$ cat src/rtl/sensor_conditioner_if.sv
// Signal bundle between the loop-detector front end and the light controller:
// raw loop inputs and counter clear in, conditioned demand, arrivals and counts out.
interface sensor_conditioner_if #(
  parameter int CNT_WIDTH = 8
);
  logic                 main_loop_raw;
  logic                 side_loop_raw;
  logic                 count_clr;
  logic                 main_sensor;
  logic                 side_sensor;
  logic                 main_arrival;
  logic                 side_arrival;
  logic [CNT_WIDTH-1:0] main_count;
  logic [CNT_WIDTH-1:0] side_count;

  modport master (
    output main_loop_raw, side_loop_raw, count_clr,
    input  main_sensor, side_sensor, main_arrival, side_arrival, main_count, side_count
  );

  modport slave (
    input  main_loop_raw, side_loop_raw, count_clr,
    output main_sensor, side_sensor, main_arrival, side_arrival, main_count, side_count
  );
endinterface

$ cat src/rtl/sensor_conditioner.sv
// Two independent loop-detector channels: synchronize, debounce, extend presence
// with a hold timer, and count vehicle arrivals with saturation.
module sensor_conditioner #(
  parameter int DEBOUNCE_CYCLES = 4,
  parameter int HOLD_CYCLES     = 5,
  parameter int CNT_WIDTH       = 8
) (
  input  logic                 clk,
  input  logic                 rst,
  sensor_conditioner_if.slave  bus
);

  localparam logic [3:0]           DB_LAST   = 4'(DEBOUNCE_CYCLES - 1);
  localparam logic [4:0]           HOLD_LOAD = 5'(HOLD_CYCLES);
  localparam logic [CNT_WIDTH-1:0] CNT_MAX   = '1;
  localparam logic [CNT_WIDTH-1:0] CNT_ONE   = CNT_WIDTH'(1);

  // Channel 0 is the main road, channel 1 the side road; nothing is shared.
  for (genvar c = 0; c < 2; c++) begin : g_ch
    logic                 raw;
    logic                 sync1, sync2;
    logic                 db, db_next;
    logic [3:0]           db_cnt, db_cnt_next;
    logic [4:0]           hold_cnt, hold_next;
    logic                 rise, fall;
    logic                 sensor, arrival;
    logic [CNT_WIDTH-1:0] count, count_next;

    assign raw = (c == 0) ? bus.main_loop_raw : bus.side_loop_raw;

    // NOTE: every always_comb output gets a default first, so no path can infer a latch.
    always_comb begin
      db_next     = db;
      db_cnt_next = '0;
      if (sync2 != db) begin
        if (db_cnt == DB_LAST) db_next     = ~db;
        else                   db_cnt_next = db_cnt + 4'd1;
      end

      rise = db_next & ~db;
      fall = ~db_next & db;

      hold_next = hold_cnt;
      if (rise)                 hold_next = '0;
      else if (fall)            hold_next = HOLD_LOAD;
      else if (hold_cnt != '0)  hold_next = hold_cnt - 5'd1;

      // A clear on the arrival edge still records that arrival.
      count_next = count;
      if (bus.count_clr)                 count_next = rise ? CNT_ONE : '0;
      else if (rise && count != CNT_MAX) count_next = count + CNT_ONE;
    end

    // NOTE: every flop, counters included, clears asynchronously so a reset
    // mid-debounce or mid-hold leaves no residue and the next rise pays full latency.
    always_ff @(posedge clk or posedge rst) begin
      if (rst) begin
        sync1    <= 1'b0;
        sync2    <= 1'b0;
        db       <= 1'b0;
        db_cnt   <= '0;
        hold_cnt <= '0;
        sensor   <= 1'b0;
        arrival  <= 1'b0;
        count    <= '0;
      end else begin
        // NOTE: non-blocking assignments so every flop samples pre-edge values.
        sync1    <= raw;
        sync2    <= sync1;
        db       <= db_next;
        db_cnt   <= db_cnt_next;
        hold_cnt <= hold_next;
        sensor   <= db_next | (hold_next != '0);
        arrival  <= rise;
        count    <= count_next;
      end
    end
  end

  assign bus.main_sensor  = g_ch[0].sensor;
  assign bus.main_arrival = g_ch[0].arrival;
  assign bus.main_count   = g_ch[0].count;
  assign bus.side_sensor  = g_ch[1].sensor;
  assign bus.side_arrival = g_ch[1].arrival;
  assign bus.side_count   = g_ch[1].count;

endmodule

$ cat src/flat_wrapper.sv
// flat-port wrapper written by rule: the top's interface ports become plain ports
module sensor_conditioner_flat 
#(
  parameter int DEBOUNCE_CYCLES = 4,
  parameter int HOLD_CYCLES     = 5,
  parameter int CNT_WIDTH       = 8
)
  (clk, rst, bus_main_loop_raw, bus_side_loop_raw, bus_count_clr, bus_main_sensor, bus_side_sensor, bus_main_arrival, bus_side_arrival, bus_main_count, bus_side_count);
  sensor_conditioner_if #(.CNT_WIDTH(CNT_WIDTH)) bus_i ();
  input  logic clk;
  input  logic rst;
  input wire logic [$bits(bus_i.main_loop_raw)-1:0] bus_main_loop_raw;
  input wire logic [$bits(bus_i.side_loop_raw)-1:0] bus_side_loop_raw;
  input wire logic [$bits(bus_i.count_clr)-1:0] bus_count_clr;
  output wire logic [$bits(bus_i.main_sensor)-1:0] bus_main_sensor;
  output wire logic [$bits(bus_i.side_sensor)-1:0] bus_side_sensor;
  output wire logic [$bits(bus_i.main_arrival)-1:0] bus_main_arrival;
  output wire logic [$bits(bus_i.side_arrival)-1:0] bus_side_arrival;
  output wire logic [$bits(bus_i.main_count)-1:0] bus_main_count;
  output wire logic [$bits(bus_i.side_count)-1:0] bus_side_count;
  assign bus_i.main_loop_raw = bus_main_loop_raw;
  assign bus_i.side_loop_raw = bus_side_loop_raw;
  assign bus_i.count_clr = bus_count_clr;
  assign bus_main_sensor = bus_i.main_sensor;
  assign bus_side_sensor = bus_i.side_sensor;
  assign bus_main_arrival = bus_i.main_arrival;
  assign bus_side_arrival = bus_i.side_arrival;
  assign bus_main_count = bus_i.main_count;
  assign bus_side_count = bus_i.side_count;
  sensor_conditioner #(.DEBOUNCE_CYCLES(DEBOUNCE_CYCLES), .HOLD_CYCLES(HOLD_CYCLES), .CNT_WIDTH(CNT_WIDTH)) u_core (.clk(clk), .rst(rst), .bus(bus_i));
endmodule
$ cat config.mk
export PLATFORM = sky130hd
export DESIGN_NAME = sensor_conditioner_flat
export DESIGN_NICKNAME = d
export VERILOG_FILES = /design/src/rtl/sensor_conditioner_if.sv /design/src/rtl/sensor_conditioner.sv /design/src/flat_wrapper.sv
export SDC_FILE = /design/constraint.sdc
export NUM_CORES = 1
export LEC_CHECK = 0
export CORE_MARGIN = 8
export CORE_UTILIZATION = 40
export DETAILED_ROUTE_END_ITERATION = 6
export PLACE_DENSITY = 0.66
export SETUP_SLACK_MARGIN = 0.15
export SLEW_MARGIN = 20
export SYNTH_ARGS = -nofsm -noshare
export SYNTH_HDL_FRONTEND = slang
export SYNTH_SLANG_ARGS = --single-unit
$ cat constraint.sdc
create_clock -name clk -period 2.15 [get_ports clk]
set_input_delay 0.43 -clock clk [delete_from_list [all_inputs] [get_ports clk]]
set_output_delay 0.43 -clock clk [all_outputs]
set_load 0.02 [all_outputs]
Word-level counts from Yosys, hierarchy flattened --
Index checks and enable logic that the tools add are counted.
Storage, ports and cells: logic and storage cells 66, register bits 44, bits of input ports 5, output and inout port bits 20
Operators by class: add/sub/neg operators 6, mux-type cells 20, eq/ne operators 6, reduce and logical (&&, ||, !) cells 8, bitwise logic cells 10
Operator list (count):
- 8-bit 2-to-1 mux | 4
- 5-bit 2-to-1 mux | 6
- 5-bit nonzero test | 4
- 8-bit by 1-bit adder with 8-bit output, second input constant | 2
- 4-bit 2-to-1 mux | 4
- 8-bit != test, second input constant | 2
- 5-bit by 1-bit subtractor with 5-bit output, second input constant | 2
- 4-bit by 1-bit adder with 4-bit output, second input constant | 2
- 4-bit by 2-bit equality test with 1-bit output, second input constant | 2
- 1-bit 2-to-1 mux | 6
- 1-bit bitwise AND | 4
- 1-bit NOT | 4
- 2-bit nonzero test | 2
- 1-bit logical AND | 2
- 1-bit != test | 2
- 1-bit bitwise OR | 2

Logic depth before layout (Yosys ltp) --
Gate-level depths: netlist of run 1.
word-level depth 9, gate-level depth with buffers 6, mapped depth without buffers 6

Worst setup path after synthesis of run 1 --
OpenSTA, ideal clock, no wires.
path kind flip-flop to flip-flop, start reg u_core.g_ch[1].db_cnt[0], end reg u_core.g_ch[1].count[6] (netlist: u_core.bus.side_count[6]), stages on the path, launching flop included 6, required time 2016 ps, period minus slack after synthesis 1895 ps, path slack 255 ps, arrival time 1761 ps, setup time 134 ps, path buffers 0, cells stage by stage dfrtp_1 ha_1 or3b_4 or4_4 nor4b_1 nor3_1
Between the ends: cells in the longest elaborated chain, start to end 6
RTL lines:
- from (decl) | RTL line sensor_conditioner.sv:23 | logic [3:0] db_cnt, db_cnt_next;
- from (signal assigned) | RTL line sensor_conditioner.sv:71 | db_cnt <= db_cnt_next;
- 4-bit by 2-bit equality test with 1-bit output | RTL line sensor_conditioner.sv:36 | if (db_cnt == DB_LAST) db_next = ~db;
- 1-bit 2-to-1 mux | RTL line sensor_conditioner.sv:36
- 1-bit 2-to-1 mux | RTL line sensor_conditioner.sv:35 | if (sync2 != db) begin
- 1-bit bitwise AND | RTL line sensor_conditioner.sv:40 | rise = db_next & ~db;
- 1-bit logical AND | RTL line sensor_conditioner.sv:51 | else if (rise && count != CNT_MAX) count_next = count + CNT_ONE;
- 2-bit nonzero test (no line)
- to (signal assigned) | RTL line sensor_conditioner.sv:75 | count <= count_next;
- to (decl) | RTL line sensor_conditioner.sv:27 | logic [CNT_WIDTH-1:0] count, count_next;
No other way between the ends. A chain may end at the register's enable or synchronous reset.

Worst setup path after layout of run 1 --
Same ends and word-level chain as after synthesis.

==> impl_metrics.env, run 1 <==
export IMPL_status="finished, final reports clean"
export IMPL_path_clk_slew_ns=0.08
export IMPL_ys_flop_type="dfrtp_1"
export IMPL_p_int_uw=1740
export IMPL_final_cell_mix="44 x dfrtp_1, 24 x nor2_1, 24 x clkdlybuf4s50_1"
export IMPL_htreeDepth=2
export IMPL_num_rows=27
export IMPL_path_class="reg2reg"
export IMPL_syn_area_per_cell_sq_um=9.96
export IMPL_gp_congestion=0.773
export IMPL_r2r_slack_ns=0.16
export IMPL_grt_pass1_wl_um=7360
export IMPL_hold_path_class="reg2reg"
export IMPL_fp_dieH_um=89.7
export IMPL_switchingPower_uw=855
export IMPL_dr_total_vias=1686
export IMPL_ioPinCount=25
export IMPL_hold_path_depth=0
export IMPL_grt_util_all_layers_pct=11.7
export IMPL_synth_edff_count=0
export IMPL_cts_sinks=44
export IMPL_layout_commonest_cell="dfrtp_1"
export IMPL_skew_ns=0.00830
export IMPL_synthArstFlopShare_pct=100
export IMPL_cts_root_buf="clkbuf_8"
export IMPL_worst_hold_path_endpoint="u_core.g_ch[0].sync2$_DFF_PP0_"
export IMPL_slew_violations=0
export IMPL_numCtsBuffers=5
export IMPL_dieArea_sq_um=8040
export IMPL_period_share_pct=92.5
export IMPL_combPwrFrac_pct=32.4
export IMPL_detail_route_antenna_nets=0
export IMPL_power_leakage_uw=0.00114
export IMPL_relSlewSlack_pct=64.5
export IMPL_syn_nets=229
export IMPL_yosysWarnings=0
export IMPL_syn_instance_count=218
export IMPL_ir_drop_mv=0.315
export IMPL_pwr_share_seq_pct=43.7
export IMPL_hp_start="u_core.g_ch[0].sync1$_DFF_PP0_"
export IMPL_area_growth_syn_to_layout_pct=24.5
export IMPL_finalCriticalPeriod_ns=1.99
export IMPL_p_clk_share_pct=23.9
export IMPL_n_fill_cell=501
export IMPL_grt_pass1_vias=1678
export IMPL_ys_seq_area_share_pct=50.7
export IMPL_drc=0
export IMPL_utilization_pct=50.3
export IMPL_place_port_buffers=24
export IMPL_max_stage_delay_ns=0.58
export IMPL_cts_tree="built"
export IMPL_r2r_end="u_core.bus.side_count[6]$_DFFE_PP0P_"
export IMPL_clock_latency_ns=0.30
export IMPL_p_sw_share_pct=33.0
export IMPL_synth_cell_types=42
export IMPL_cap_violations=0
export IMPL_worstSetupStartpointType="flip-flop"
export IMPL_drive_gt1_share_pct=10.6
export IMPL_routed_wl_um=4350
export IMPL_first_pass_iters=4
export IMPL_postCtsHoldBufs=0
export IMPL_cp_required_ns=2.33
export IMPL_arrival_ns=2.17
export IMPL_diodes=0
export IMPL_reg2reg_depth=5
export IMPL_via_per_inst=5.16
export IMPL_die_w_um=89.7
export IMPL_slowest_stage="or4_4"
export IMPL_synth_area_sq_um=2170
export IMPL_ys_ff_latch=44
export IMPL_p_per_area_nw_per_um2=959
export IMPL_fin_nets=265
export IMPL_hpwl_um=3030
export IMPL_hold_viol=0
export IMPL_critPathCaptureType="flip-flop"
export IMPL_antenna_found_initial=0
export IMPL_fmax_mhz=503
export IMPL_fin_tns_setup_ns=0
export IMPL_wl_per_cell_um=13.3
export IMPL_cp_max_fo=4
export IMPL_rsz0062_at_grt="true"
export IMPL_core_area_sq_um=5370
export IMPL_crit_path_cell_trace="ha_2 -> or3b_4 -> or4_4 -> nor4b_4 -> nor3_1"
export IMPL_holdWs_ns=0.353
export IMPL_drtIter0Drc=50
export IMPL_grt_ovfl_total=0
export IMPL_start_util_pct=40.4
export IMPL_finalSetupViolations=0
export IMPL_grt_max_degree=45
export IMPL_max_slew_worst_pin_slew_ns=0.530
export IMPL_clock_path_buffers=2
export IMPL_timing_rr_start="u_core.g_ch[1].db_cnt[0]$_DFF_PP0_"
-- what timing repair did --
action | CTS | global route
buffers inserted | 0 | 4
endpoints found under the setup margin | 1 | 3
pin swaps | 0 | 2
gates resized for setup | 1 | 4
-- how the worst max path moves through the flow --
stage / from / to / slack (ns)
6_report: u_core.g_ch[1].db_cnt[0]$_DFF_PP0_ / u_core.bus.side_count[6]$_DFFE_PP0P_ / 0.16
5_1_grt: u_core.g_ch[1].db_cnt[0]$_DFF_PP0_ / u_core.bus.side_count[6]$_DFFE_PP0P_ / 0.1
3_5_place_dp: u_core.g_ch[1].db_cnt[0]$_DFF_PP0_ / u_core.bus.side_count[6]$_DFFE_PP0P_ / 0.14
3_3_place_gp: u_core.g_ch[1].db_cnt[0]$_DFF_PP0_ / u_core.bus.side_count[6]$_DFFE_PP0P_ / 0.20
4_1_cts: u_core.g_ch[1].db_cnt[0]$_DFF_PP0_ / u_core.bus.side_count[6]$_DFFE_PP0P_ / 0.17
2_1_floorplan: u_core.g_ch[1].db_cnt[0]$_DFF_PP0_ / u_core.bus.side_count[6]$_DFFE_PP0P_ / 0.25
-- worst max-delay path, delay by kind of cell (launching register included) --
| family | cells | cell delay (ns) |
|---|---|---|
| adder cells (fa/ha/maj) | 1 | 0.20 |
| flip-flops | 1 | 0.39 |
| AND/OR/NAND/NOR | 4 | 1.29 |
-- cell usage after synthesis (3+ instances only) --
master / count / share of area (%)
or3_1: 3 / 0.86
nand2_1: 20 / 3.5
nor2_1: 25 / 4.3
nand3b_1: 3 / 1.0
ha_1: 6 / 3.5
nor3_1: 9 / 2.1
o21ai_0: 10 / 2.3
inv_1: 12 / 2.1
o211ai_1: 5 / 1.7
nand3_1: 9 / 2.1
xor2_1: 3 / 1.2
nand2b_1: 6 / 1.7
o31ai_1: 3 / 1.0
a21oi_1: 8 / 1.8
mux2i_1: 4 / 1.8
xnor2_1: 6 / 2.4
dfrtp_1: 44 / 51
or4_1: 4 / 1.4
nor2b_1: 7 / 2.0
a211oi_1: 4 / 1.4
-- power groups by stage --
stage | sequential [uW] | combinational, uW | clock (uW)
floorplan | 1130 | 598 | 0
global placement | 1140 | 774 | 0
detailed placement | 1140 | 800 | 0
CTS | 1130 | 807 | 643
global route | 1160 | 968 | 677
finish | 1130 | 839 | 621
-- flip-flops by register name (all words and copies together) (netlist names) --
register,cells
u_core.g_ch.db_cnt,8
u_core.bus.side_sensor,1
u_core.bus.side_arrival,1
u_core.g_ch.db,2
u_core.bus.main_arrival,1
u_core.bus.side_count,8
u_core.g_ch.sync1,2
u_core.bus.main_count,8
u_core.bus.main_sensor,1
u_core.g_ch.hold_cnt,10
u_core.g_ch.sync2,2
-- kinds of logic after synthesis --
kind of cell,count (synthesis),synth area share [%]
AND/OR/NAND/NOR,104,26.9
flip-flops,44,50.7
AO/OA/AOI/OAI,34,9.86
buffers and inverters,15,2.59
XOR/XNOR,9,3.63
multiplexers,6,2.88
adder cells (fa/ha/maj),6,3.46
-- area by class of cell --
| class | count | area [sq um] | area share (%) |
|---|---|---|---|
| repair buffers | 32 | 313 | 11.6 |
| multi-input cells | 159 | 1040 | 38.6 |
| clock inverters | 3 | 42.5 | 1.57 |
| clock buffers | 5 | 68.8 | 2.55 |
| inverters | 12 | 45.0 | 1.67 |
| well taps | 72 | 90.1 | 3.33 |
| flip-flops and latches | 44 | 1100 | 40.7 |
-- through the flow --
stage	cells	area (sq um)	power (uW)	setup WS, ns
floorplan	218	2170	1730	0.255
global route	327	2700	2810	0.0954
detailed placement	315	2530	1940	0.137
finish	327	2700	2590	0.162
global placement	315	2530	1910	0.202
CTS	323	2650	2580	0.169
-- per-layer routing --
metal	global-route usage, %	routed length, um	vias up
met4	5.74	76	0
met5	0	0	-
met1	14.3	2090	813
met3	3.09	135	6
met2	18.6	2040	23
li1	-	-	844
Power figures use the tool's default switching activity.
==> run 2: changes to the inputs <==
--- a/config.mk
+++ b/config.mk
@@ -7,8 +7,9 @@
 export LEC_CHECK = 0
 export CORE_MARGIN = 8
 export CORE_UTILIZATION = 40
+export CTS_BUF_LIST = sky130_fd_sc_hd__clkbuf_4
 export DETAILED_ROUTE_END_ITERATION = 6
-export PLACE_DENSITY = 0.66
+export PLACE_DENSITY = 0.68
 export SETUP_SLACK_MARGIN = 0.15
 export SLEW_MARGIN = 20
 export SYNTH_ARGS = -nofsm -noshare
==> constraint.sdc (replaced) <==
create_clock -name clk -period 1.67 [get_ports clk]
set_input_delay 0.334 -clock clk [delete_from_list [all_inputs] [get_ports clk]]
set_output_delay 0.334 -clock clk [all_outputs]
set_load 0.02 [all_outputs]
==> run 2 against run 1 <==
Net effect:
- the run now ends with negative setup slack left
- flip-flop and latch count is the same
- combinational power grew 97%
- global-route usage grew 1.3 points
- die area is the same
- cell count grew 12%
- worst hold slack lost 0.13 ns
- critical path type unchanged
==> impl_metrics.env, run 2 (synthesis gave the netlist of run 1 again) <==
export IMPL_status="complete, but fails checks"
export IMPL_violations="negative setup slack"
export IMPL_worst_slack_ns=-0.117
export IMPL_htreeDepth=2
export IMPL_die_w_um=89.7
export IMPL_antenna_found_initial=0
export IMPL_dp_cells=344
export IMPL_via_per_inst=5.12
export IMPL_diodes=0
export IMPL_n_fill_cell=448
export IMPL_grt_pass1_wl_um=8260
export IMPL_grt_max_degree=35
export IMPL_grt_pass1_vias=1864
export IMPL_cp_max_fo=3
export IMPL_slew_violations=0
export IMPL_place_port_buffers=24
export IMPL_power_leakage_uw=0.00144
export IMPL_rsz0062_at_grt="true"
export IMPL_ioPinCount=25
export IMPL_reg2reg_depth=5
export IMPL_first_pass_iters=4
export IMPL_arrival_ns=2.04
export IMPL_path_class="reg2reg"
export IMPL_r2r_end="u_core.bus.side_count[6]$_DFFE_PP0P_"
export IMPL_dp_slack_ns=-0.127
export IMPL_clock_path_buffers=2
export IMPL_skew_ns=0.00920
export IMPL_grt_util_all_layers_pct=13.0
export IMPL_fin_nets=305
export IMPL_drtIter0Drc=33
export IMPL_fmax_mhz=559
export IMPL_core_area_sq_um=5370
export IMPL_p_clk_share_pct=17.2
export IMPL_start_util_pct=40.4
export IMPL_finalPower_uw=3730
export IMPL_dr_total_vias=1880
export IMPL_combPwrFrac_pct=44.1
export IMPL_switchingPower_uw=1290
export IMPL_routed_wl_um=4960
export IMPL_finalSetupViolations=6
export IMPL_area_growth_syn_to_layout_pct=46.9
export IMPL_largest_register="u_core.g_ch.hold_cnt"
export IMPL_hold_viol=0
export IMPL_path_clk_slew_ns=0.13
export IMPL_cts_root_buf="clkbuf_4"
export IMPL_cp_required_ns=1.93
export IMPL_finalCriticalPeriod_ns=1.79
export IMPL_pwr_share_seq_pct=38.7
export IMPL_postCtsHoldBufs=0
export IMPL_clock_latency_ns=0.35
export IMPL_r2r_slack_ns=-0.12
export IMPL_grt_ovfl_total=0
export IMPL_dieArea_sq_um=8040
export IMPL_fp_dieH_um=89.7
export IMPL_period_share_pct=107
export IMPL_drc=0
export IMPL_ir_drop_mv=0.714
export IMPL_cap_violations=0
export IMPL_relSlewSlack_pct=70.2
export IMPL_gp_congestion=0.817
export IMPL_max_slew_worst_pin_slew_ns=0.444
export IMPL_num_rows=27
export IMPL_p_int_uw=2440
export IMPL_multi_input_area_sq_um=1270
export IMPL_critPathCaptureType="flip-flop"
export IMPL_final_cell_mix="39 x buf_4, 39 x dfrtp_1, 21 x nor2_1"
export IMPL_wl_per_cell_um=13.5
export IMPL_cts_tree="built"
export IMPL_hpwl_um=3400
export IMPL_p_sw_share_pct=34.6
export IMPL_detail_route_antenna_nets=0
export IMPL_largest_reg_flops=10
export IMPL_worstSetupStartpointType="flip-flop"
export IMPL_timing_rr_start="u_core.g_ch[1].db_cnt[1]$_DFF_PP0_"
export IMPL_fin_cells=367
export IMPL_cts_sinks=44
export IMPL_p_per_area_nw_per_um2=1170
export IMPL_register_area_sq_um=1110
export IMPL_numCtsBuffers=5
export IMPL_drive_gt1_share_pct=38.0
export IMPL_hold_path_class="in2async"
==> run 2: layout make-up <==
cell class / instances / area share, %
Inverter: 12 / 1.41
Sequential cell: 44 / 34.7
Timing Repair Buffer: 72 / 18.9
Clock buffer: 5 / 1.18
Multi-Input combinational cell: 159 / 39.8
Clock inverter: 3 / 1.18
Tap cell: 72 / 2.83
==> run 2: what timing repair did <==
action / 4_1_cts / 5_1_grt
gates resized for setup: 55 / 48
setup endpoints to repair: 36 / 37
pin swaps: 15 / 11
setup buffers: 6 / 10
==> run 2: stage by stage <==
step	utilization, %	area, sq um	hold slack [ns]	setup TNS [ns]
floorplan	-	2220	0.331	-0.152
finish	59.4	3190	0.221	-0.383
detailed placement	52.0	2800	0.339	-0.569
global route	59.4	3190	0.228	-1.17
CTS	56.2	3020	0.219	-0.375
global placement	52.0	2800	0.335	-0.241
==> run 2: how the worst max path moves through the flow <==
stage                                             startpoint  slack [ns]                              endpoint  cells past startpoint
after floorplan           u_core.g_ch[1].db_cnt[0]$_DFF_PP0_        -0.1  u_core.bus.side_count[6]$_DFFE_PP0P_                      5
after global placement    u_core.g_ch[1].db_cnt[1]$_DFF_PP0_       -0.07  u_core.bus.side_count[6]$_DFFE_PP0P_                      5
after detailed placement  u_core.g_ch[1].db_cnt[0]$_DFF_PP0_       -0.13  u_core.bus.side_count[6]$_DFFE_PP0P_                      5
after CTS                 u_core.g_ch[1].db_cnt[0]$_DFF_PP0_       -0.12  u_core.bus.side_count[6]$_DFFE_PP0P_                      5
after global routing      u_core.g_ch[1].db_cnt[0]$_DFF_PP0_       -0.21  u_core.bus.side_count[6]$_DFFE_PP0P_                      5
final                     u_core.g_ch[1].db_cnt[1]$_DFF_PP0_       -0.12  u_core.bus.side_count[6]$_DFFE_PP0P_                      5
==> run 2: critical path, cell delays in order (launching register included) <==
cell and delay, ns:
dfrtp_1 0.41, ha_4 0.15, or3b_4 0.37, or4_4 0.46, nor4b_4 0.23, nor3_2 0.07
==> run 2: layer usage <==
layer | part of all wire [%] | global-route usage [%] | up-vias
met4 | 0.93 | 4.23 | 0
li1 | - | - | 923
met3 | 2.9 | 3.37 | 5
met2 | 52 | 22.8 | 23
met1 | 44 | 15.1 | 929
met5 | 0 | 0 | -
==> run 2: power by group through the flow <==
| stage | Sequential (uW) | Combinational, uW | Clock, uW |
|---|---|---|---|
| 4_1_cts | 1430 | 1460 | 667 |
| 5_1_grt | 1470 | 1820 | 713 |
| 3_5_place_dp | 1440 | 1310 | 0 |
| 6_report | 1440 | 1650 | 644 |
| 2_1_floorplan | 1470 | 798 | 0 |
| 3_3_place_gp | 1440 | 1300 | 0 |
==> run 3: changes to the inputs <==
--- a/config.mk
+++ b/config.mk
@@ -11,6 +11,7 @@
 export DETAILED_ROUTE_END_ITERATION = 6
 export PLACE_DENSITY = 0.68
 export SETUP_SLACK_MARGIN = 0.15
+export SKIP_LAST_GASP = 1
 export SLEW_MARGIN = 20
 export SYNTH_ARGS = -nofsm -noshare
 export SYNTH_HDL_FRONTEND = slang
==> run 3 against run 2 <==
Net effect:
- the flow still finishes with violations (negative setup slack)
- die area unchanged
- first-iteration DRC count up 18%
- routed wire length is 2.1% lower
- sequential power barely moved
- worst setup slack better by 0.0045 ns
- cell count did not move
- final area shrank 1.1%
- via count fell by 0.53%
- register-to-register slack barely moved
- critical endpoint unchanged
- largest cell class unchanged
==> impl_metrics.env, run 3 (synthesis gave the netlist of run 1 again) <==
export IMPL_status="complete, but fails checks"
export IMPL_violations="negative setup slack"
export IMPL_antenna_found_initial=0
export IMPL_fin_nets=305
export IMPL_place_port_buffers=24
export IMPL_cts_sinks=44
export IMPL_dr_total_vias=1870
export IMPL_fmax_mhz=561
export IMPL_hold_path_class="in2async"
export IMPL_detail_route_antenna_nets=0
export IMPL_cts_tree="built"
export IMPL_area_growth_syn_to_layout_pct=45.3
export IMPL_clock_path_buffers=2
export IMPL_grt_max_degree=35
export IMPL_ioPinCount=25
export IMPL_first_pass_iters=4
export IMPL_dp_slack_ns=-0.127
export IMPL_gp_congestion=0.817
export IMPL_clock_latency_ns=0.35
export IMPL_grt_pass1_wl_um=8260
export IMPL_max_slew_worst_pin_slew_ns=0.410
export IMPL_finalCriticalPeriod_ns=1.78
export IMPL_placed_cell_area_sq_um=2800
export IMPL_relSlewSlack_pct=72.5
export IMPL_dieArea_sq_um=8040
export IMPL_grt_util_all_layers_pct=13.0
export IMPL_drive_gt1_share_pct=35.6
export IMPL_largest_reg_flops=10
export IMPL_cts_root_buf="clkbuf_4"
export IMPL_utilization_pct=58.7
export IMPL_final_cell_mix="41 x buf_4, 39 x dfrtp_1, 21 x nor2_1"
export IMPL_fp_dieH_um=89.7
export IMPL_core_area_sq_um=5370
export IMPL_critPathCaptureType="flip-flop"
export IMPL_slew_violations=0
export IMPL_arrival_ns=2.04
export IMPL_wl_per_cell_um=13.2
export IMPL_start_util_pct=40.4
export IMPL_period_share_pct=107
export IMPL_wl_met2_um=2520
export IMPL_ir_drop_mv=0.710
export IMPL_numCtsBuffers=5
export IMPL_skew_ns=0.0115
export IMPL_holdWs_ns=0.222
export IMPL_routed_wl_um=4850
export IMPL_drc=0
export IMPL_drtIter0Drc=39
export IMPL_topRoutingLayerUsed="met4"
export IMPL_hold_viol=0
export IMPL_num_rows=27
export IMPL_cp_max_fo=3
export IMPL_finalSetupViolations=5
export IMPL_postCtsHoldBufs=0
export IMPL_rsz0062_at_grt="true"
export IMPL_path_class="reg2reg"
export IMPL_power_leakage_uw=0.00143
export IMPL_p_per_area_nw_per_um2=1160
export IMPL_worstSetupStartpointType="flip-flop"
export IMPL_cap_violations=0
export IMPL_slowest_stage="or4_4"
export IMPL_diodes=0
export IMPL_via_per_inst=5.10
export IMPL_path_clk_slew_ns=0.13
export IMPL_wl_met3_um=151
export IMPL_largest_register="u_core.g_ch.hold_cnt"
export IMPL_layout_commonest_cell="buf_4"
export IMPL_wl_met1_um=2130
export IMPL_grt_pass1_vias=1864
export IMPL_crit_path_cell_trace="ha_4 -> or3b_4 -> or4_4 -> nor4b_4 -> nor3_2"
export IMPL_fin_area_sq_um=3150
export IMPL_cp_required_ns=1.93
export IMPL_hpwl_um=3400
export IMPL_grt_ovfl_total=0
export IMPL_max_stage_delay_ns=0.46
export IMPL_htreeDepth=2
export IMPL_die_w_um=89.7
export IMPL_worst_slack_ns=-0.113
export IMPL_finalPower_uw=3650
## run 3: layout make-up
| type | count | area (sq um) |
|---|---|---|
| repair buffers | 72 | 593 |
| clock inverters | 3 | 37.5 |
| fillers | 450 | 2220 |
| well taps | 72 | 90.1 |
| flip-flops and latches | 44 | 1110 |
| clock buffers | 5 | 37.5 |
| multi-input cells | 159 | 1240 |
| inverters | 12 | 45.0 |
## run 3: stage by stage
stage,TNS [ns],instances
after floorplan,-0.152,218
after global routing,-1.17,367
final,-0.363,367
after global placement,-0.241,344
after detailed placement,-0.569,344
after CTS,-0.375,358
## run 3: repair_timing
| item | CTS | global route |
|---|---|---|
| buffers inserted | 6 | 10 |
| gates resized for setup | 52 | 41 |
| setup endpoints to repair | 36 | 37 |
| pin swaps | 14 | 9 |
## run 3: report_power, final
| group | leakage, uW | switching (uW) | internal, uW |
|---|---|---|---|
| Combinational | 0.000824 | 732 | 842 |
| Sequential | 0.000566 | 173 | 1260 |
| Clock | 0.0000403 | 335 | 306 |
| Total | 0.00143 | 1240 | 2410 |
## run 3: final timing paths
path / start / endpoint / slack, ns / cells after the start
worst max register to register: u_core.g_ch[1].db_cnt[1]$_DFF_PP0_ / u_core.bus.side_count[6]$_DFFE_PP0P_ / -0.11 / 5
min in group clk: u_core.g_ch[0].sync1$_DFF_PP0_ / u_core.g_ch[0].sync2$_DFF_PP0_ / 0.37 / 0
worst max-delay path: u_core.g_ch[1].db_cnt[1]$_DFF_PP0_ / u_core.bus.side_count[6]$_DFFE_PP0P_ / -0.11 / 5
worst min register to register: u_core.g_ch[0].sync1$_DFF_PP0_ / u_core.g_ch[0].sync2$_DFF_PP0_ / 0.37 / 0
max in group asynchronous: rst / u_core.bus.main_count[0]$_DFFE_PP0P_ / 0.97 / 3
worst min-delay path: rst / u_core.g_ch[0].hold_cnt[1]$_DFF_PP0_ / 0.22 / 2
## run 3: critical path, delay by kind of cell, from the launching register on
kind	cells	cell delay [ns]
adder cells (fa/ha/maj)	1	0.15
flip-flops	1	0.41
AND/OR/NAND/NOR	4	1.13
## run 3: routing by layer
layer,vias to the layer above,track usage (%)
li1,925,-
met1,916,15.1
met2,23,22.8
met3,6,3.37
met4,0,4.23
met5,-,0
